`src/rtl/shreg_sdc.sv`:
```
// ---------------------------------------------------------------------------
// shreg_sdc
//   WIDTH-bit universal shift register with complementary outputs.
//   Supports synchronous set, clear and forced load, hold, single-step
//   left/right shifts, parallel load, and autonomous burst shifts of up to
//   2**CW-1 steps with a busy/done handshake.
//
// Configuration macro:
//   ROTATE_EN  defined   -> shifts rotate; sil/sir are ignored.
//              undefined -> shifts fill from sil (left) / sir (right).
//
// Ports:
//   clk    rising-edge clock
//   nr     asynchronous active-low reset
//   s, c   synchronous set-all / clear-all (both high = forced load of d)
//   mode   00 hold, 01 shift left, 10 shift right, 11 parallel load
//   d      parallel load data
//   sil    serial in for left shift (enters bit 0)
//   sir    serial in for right shift (enters bit WIDTH-1)
//   start  start a burst (IDLE only, mode 01/10)
//   cnt    burst length, sampled with start
//   q, nq  register contents and its registered complement
//   sol    q[WIDTH-1]
//   sor    q[0]
//   busy   high while a burst is in progress
//   done   one-cycle pulse after the last shift of a burst
// ---------------------------------------------------------------------------
module shreg_sdc #(
  parameter int WIDTH = 8,
  parameter int CW    = 4
) (
  input  logic             clk,
  input  logic             nr,
  input  logic             s,
  input  logic             c,
  input  logic [1:0]       mode,
  input  logic [WIDTH-1:0] d,
  input  logic             sil,
  input  logic             sir,
  input  logic             start,
  input  logic [CW-1:0]    cnt,
  output logic [WIDTH-1:0] q,
  output logic [WIDTH-1:0] nq,
  output logic             sol,
  output logic             sor,
  output logic             busy,
  output logic             done
);

  localparam logic [0:0] IDLE  = 1'b0;
  localparam logic [0:0] BURST = 1'b1;

  localparam logic [1:0] MODE_HOLD  = 2'b00;
  localparam logic [1:0] MODE_LEFT  = 2'b01;
  localparam logic [1:0] MODE_RIGHT = 2'b10;
  localparam logic [1:0] MODE_LOAD  = 2'b11;

  localparam logic [CW-1:0] CNT_ZERO = '0;
  localparam logic [CW-1:0] CNT_ONE  = CNT_ZERO + 1'b1;

  logic [WIDTH-1:0] q_q, q_d;
  logic [WIDTH-1:0] nq_q, nq_d;
  logic [0:0]       state_q, state_d;
  logic [CW-1:0]    rem_q, rem_d;
  logic             dir_q, dir_d;   // 0 = left, 1 = right
  logic             done_q, done_d;

  logic             fill_l, fill_r;
  logic [WIDTH-1:0] shl, shr;

`ifdef ROTATE_EN
  // Serial inputs have no effect when rotating.
  logic unused_serial;
  assign unused_serial = sil ^ sir;
  assign fill_l = q_q[WIDTH-1];
  assign fill_r = q_q[0];
`else
  assign fill_l = sil;
  assign fill_r = sir;
`endif

  assign shl = {q_q[WIDTH-2:0], fill_l};
  assign shr = {fill_r, q_q[WIDTH-1:1]};

  always_comb begin
    q_d     = q_q;
    state_d = state_q;
    rem_d   = rem_q;
    dir_d   = dir_q;
    done_d  = 1'b0;

    if (s || c) begin
      // Set/clear/forced load override everything and abort a burst silently.
      if (s && c)  q_d = d;
      else if (s)  q_d = '1;
      else         q_d = '0;
      state_d = IDLE;
      rem_d   = '0;
    end else if (state_q == BURST) begin
      q_d   = dir_q ? shr : shl;
      rem_d = rem_q - CNT_ONE;
      if (rem_q == CNT_ONE) begin
        state_d = IDLE;
        done_d  = 1'b1;
      end
    end else begin
      unique case (mode)
        MODE_HOLD:  q_d = q_q;
        MODE_LEFT:  q_d = shl;
        MODE_RIGHT: q_d = shr;
        MODE_LOAD:  q_d = d;
        default:    q_d = q_q;
      endcase

      if (start && (mode == MODE_LEFT || mode == MODE_RIGHT)) begin
        if (cnt == CNT_ZERO) begin
          // Zero-length burst: no shift, just acknowledge.
          q_d    = q_q;
          done_d = 1'b1;
        end else begin
          // This edge already performs the first shift of the burst.
          dir_d = (mode == MODE_RIGHT);
          rem_d = cnt - CNT_ONE;
          if (cnt == CNT_ONE) done_d  = 1'b1;
          else                state_d = BURST;
        end
      end
    end

    nq_d = ~q_d;
  end

  always_ff @(posedge clk or negedge nr) begin
    if (!nr) begin
      q_q     <= '0;
      nq_q    <= '1;
      state_q <= IDLE;
      rem_q   <= '0;
      dir_q   <= 1'b0;
      done_q  <= 1'b0;
    end else begin
      q_q     <= q_d;
      nq_q    <= nq_d;
      state_q <= state_d;
      rem_q   <= rem_d;
      dir_q   <= dir_d;
      done_q  <= done_d;
    end
  end

  assign q    = q_q;
  assign nq   = nq_q;
  assign sol  = q_q[WIDTH-1];
  assign sor  = q_q[0];
  assign busy = (state_q == BURST);
  assign done = done_q;

endmodule

```
`config.mk`:
```
export PLATFORM = sky130hd
export DESIGN_NAME = shreg_sdc
export DESIGN_NICKNAME = d
export VERILOG_FILES = /design/src/rtl/shreg_sdc.sv
export SDC_FILE = /design/constraint.sdc
export NUM_CORES = 1
export LEC_CHECK = 0
export ABC_CLOCK_PERIOD_IN_PS = 2400
export CAP_MARGIN = 20
export CORE_ASPECT_RATIO = 0.5
export CORE_MARGIN = 3
export CORE_UTILIZATION = 53
export CTS_CLUSTER_SIZE = 28
export DETAILED_ROUTE_END_ITERATION = 7
export PLACE_DENSITY = 0.85
export REMOVE_ABC_BUFFERS = 1
export SYNTH_ARGS = -nofsm -noshare
export SYNTH_HDL_FRONTEND = slang
export SYNTH_SLANG_ARGS = --single-unit
```
`constraint.sdc`:
```
create_clock -name clk -period 2.4 [get_ports clk]
set_input_delay 0.48 -clock clk [delete_from_list [all_inputs] [get_ports clk]]
set_output_delay 0.48 -clock clk [all_outputs]
set_load 0.02 [all_outputs]
```
Word level (Yosys, flattened, before mapping)
Cells that the tools add are included.
{"block": "word_totals", "ff_bits": 23, "input_bits": 21, "elab_cells": 51}
{"block": "classes", "add_sub_neg": 2, "n_eq_ne": 6, "mux": 24, "bitwise_logic": 4, "reduce_logical": 9}
{"op": "two-way mux 8 bit", "n": 7}
{"op": "one-hot mux 8 bit (4 select lines)", "n": 1}
{"op": "two-way mux 4 bit", "n": 4}
{"op": "two-way mux 1 bit", "n": 12}
{"op": "equality test 4 x 1 -> 1 bit (second input constant)", "n": 2}
{"op": "NOT 8 bit", "n": 1}
{"op": "subtractor 4 x 1 -> 4 bit (second input constant)", "n": 2}
{"op": "equality test 2 bit (second input constant)", "n": 2}
{"op": "logical NOT 4 bit", "n": 1}
{"op": "AND reduction 4 bit", "n": 1}
{"op": "!= test 3 bit (second input constant)", "n": 1}
{"op": "NOT 1 bit", "n": 3}
{"op": "nonzero test 3 bit", "n": 1}
{"op": "equality test 2 x 1 -> 1 bit (second input constant)", "n": 1}
{"op": "logical AND 1 bit", "n": 2}
{"op": "logical NOT 2 bit", "n": 1}
{"op": "logical OR 1 bit", "n": 2}
{"op": "AND reduction 2 bit", "n": 1}

Longest topological paths before layout
{"block": "depth", "depth_word": 7, "mapped_depth": 8, "depth_no_buf": 6}

Worst setup path before layout
No wires, ideal clock.
{"block": "synth_timing", "kind": "input to register", "start": "input port cnt[1]", "end": "register (tool-made name)", "setup_time_ns": 0.126, "arrival_time_ns": 1.726, "t_required_ns": 2.274, "path_slack_ns": 0.548, "path_stages": 6, "path_buffers": 0, "cell_sequence": "inv_1 > ha_1 > or3b_4 > o21bai_4 > nor2_1 > a221o_1"}
{"element": "start, declared", "line_no": "41", "text": "input logic [CW-1:0] cnt,"}

==> flow_summary.json <==
{
  "drc": 0,
  "synth_cells": 182,
  "slew_headroom_pct": 55.9,
  "wl_microns": 4120,
  "ys_seq_elements": 23,
  "p_int_mw": 0.784,
  "pin_count": 41,
  "die_y_microns": 45.9,
  "synth.distinct_cells": 38,
  "syn2layout_area_growth_pct": 28.7,
  "timing.final.ws_setup_ns": 0.175,
  "hold_path_class": "in2async",
  "drv_slew": 0,
  "required_ns": 2.61,
  "start_kind": "input port",
  "cts_tree": "yes",
  "p_comb_share_pct": 35.8,
  "grtUsageTotal_pct": 22.3,
  "die-area_sq_um": 3930,
  "hold_buffers": 0,
  "cap_violations": 0,
  "power.switching_mw": 0.383,
  "clkPwrFrac_pct": 21.3,
  "powerDensity_nw_per_um2": 538,
  "synth-compound-area-share_pct": 26.3,
  "clk_path_buf_depth": 2,
  "peakVddDrop_mv": 0.306,
  "max_freq_ghz": 0.449,
  "first_global_vias": 1545,
  "nFillCells": 198,
  "gp_congestion": 0.804,
  "antenna_found_initial": 0,
  "swShare_pct": 32.8,
  "finish.utilization_pct": 77.5,
  "cts-buffers-inserted": 3,
  "overflow": 0,
  "synth_mux_area_share_pct": 9.06,
  "die_x_microns": 85.8,
  "rsz0062_at_grt": "no",
  "synth_fa_ha_area_share_pct": 6.68,
  "vias": 1569,
  "avgSynthCellArea_sq_um": 9.26,
  "vias_per_cell": 6.13,
  "p_leak_nw": 0.908,
  "dp_hpwl_microns": 3000,
  "period_share_pct": 92.7,
  "drtIter0Drc": 145,
  "worstPathMaxFanout": 16,
  "cts_resized": 0,
  "post_cts_buffers": 0,
  "rows": 13,
  "wl_per_cell_microns": 16.1,
  "drt_first_pass_iters": 8,
  "synthSimpleGateAreaFrac_pct": 16.3,
  "min_period_ns": 2.22,
  "final-setup-viol-count": 0,
  "ys_seq_area_share_pct": 34.7,
  "synth-xor-area-share_pct": 1.04,
  "worst-r2r-cell-count": 3,
  "syn_area_sq_um": 1690,
  "ff2ff_setup_slack_ns": 0.53,
  "arrival_ns": 2.43,
  "grt_pass1_wl_microns": 6930,
  "htreeDepth": 1,
  "cts.clk_slew.worst_paths_ns": 0.09,
  "place_ws_ns": -0.106,
  "setup_tns_ns": 0,
  "cts.sinks": 23,
  "synth_top_family_by_area": "compound AO/OA/AOI/OAI gates",
  "cts-root-buf": "clkbuf_8",
  "grt_max_degree": 24,
  "io_buffers": 40,
  "nNetsFinal": 250,
  "hold_viol_final": 0,
  "n_antenna_cell": 0,
  "coreArea_sq_um": 2800,
  "layout-drive-gt1-share_pct": 18.3,
  "crit_path_end_kind": "flip-flop",
  "critPathKind": "in2reg",
  "seqPwrFrac_pct": 42.8,
  "hold_ws_ns": 0.560,
  "fin_skew_ns": 0.00398,
  "ant_nets": 0,
  "status": "finished clean",
  "yosys_warnings": 0,
  "start_util_pct": 60.2,
  "worstMarginPinSlew_ns": 0.660,
  "clock_latency_ns": 0.27
}
-- per-layer routing --
| metal | vias to the layer above | track usage (%) | wire length, microns |
|---|---|---|---|
| met4 | 0 | 4.42 | 25 |
| met3 | 5 | 3.79 | 250 |
| met1 | 751 | 28.2 | 1790 |
| met5 | - | 0 | 0 |
| met2 | 58 | 41.4 | 2060 |
| li1 | 755 | - | - |
-- critical path: stages --
cell	delay [ns]
clkdlybuf4s50_1	0.42
inv_1	0.09
ha_1	0.16
or3b_4	0.43
nor3_4	0.60
a221o_1	0.26
-- area by class of cell --
cell class | instances | area, sq um | share of cell area, %
timing repair buffer | 49 | 468 | 21.6
multi-input combinational | 137 | 1000 | 46.2
tap | 37 | 46.3 | 2.14
clock buffer | 4 | 45.0 | 2.08
inverter | 6 | 22.5 | 1.04
sequential | 23 | 586 | 27.0
-- power groups by stage --
| stage | combinational (mW) | clock [mW] | sequential (mW) |
|---|---|---|---|
| 6_report | 0.418 | 0.249 | 0.500 |
| 3_3_place_gp | 0.408 | 0 | 0.504 |
| 2_1_floorplan | 0.187 | 0 | 0.547 |
| 5_1_grt | 0.452 | 0.267 | 0.509 |
| 3_5_place_dp | 0.418 | 0 | 0.507 |
| 4_1_cts | 0.420 | 0.251 | 0.500 |
-- placed cells by master, fill, tap and decap left out, types with 6 or more instances in the layout --
cell / netlist / final
a21oi_1: 19 / 19
ha_1: 9 / 9
nor2_1: 14 / 14
a221oi_1: 8 / 8
nand2_1: 27 / 27
a222oi_1: 8 / 8
o21a_1: 9 / 9
buf_4: 2 / 9
dfstp_2: 8 / 8
dfrtp_1: 15 / 15
inv_1: 6 / 6
a221o_1: 8 / 8
clkdlybuf4s50_1: 0 / 40
mux2_2: 10 / 10
-- cells in the mapped netlist (all sizes together) --
library cell	instances	share of area, %
o22ai	1	0.37
nand3	1	0.30
or3	2	1.0
mux2i	1	0.59
o21bai	1	1.1
mux2	12	8.5
nor2b	2	1.2
o21a	9	4.0
dfstp	8	12
a221oi	8	4.2
a21oi	19	5.6
nand2b	1	0.37
nor2	15	3.5
buf	4	1.9
a31oi	1	0.37
ha	9	6.7
o31a	1	0.59
nor4	3	1.1
or2	1	0.37
nor3	2	1.3
xor2	1	0.52
or3b	1	0.67
a222oi	8	4.8
o32ai	1	0.52
nand2	27	6.0
inv	6	1.3
xnor2	1	0.52
a221o	8	4.8
clkbuf	12	2.7
dfrtp	15	22
and3b	1	0.52
-- kinds of logic after synthesis --
group,Yosys count
buf+inv,22
fa+ha+maj,9
simple gates,56
mux,13
xor+xnor,2
flops,23
compound gates,57
-- worst paths after layout --
check / startpoint / end
hold reg to reg: flip-flop / nq[0]
setup / recovery: cnt[0] / flip-flop
min in group clk: flip-flop / nq[0]
max in group asynchronous: nr / nq[4]
hold / removal: nr / busy
setup reg to reg: busy / flip-flop
-- metrics by stage --
stage | area (sq um) | power [mW] | cells
6_report | 2170 | 1.17 | 256
3_3_place_gp | 2120 | 0.912 | 252
3_5_place_dp | 2120 | 0.925 | 252
5_1_grt | 2170 | 1.23 | 256
4_1_cts | 2170 | 1.17 | 256
2_1_floorplan | 1610 | 0.734 | 166
(Power assumes the default switching activity.)
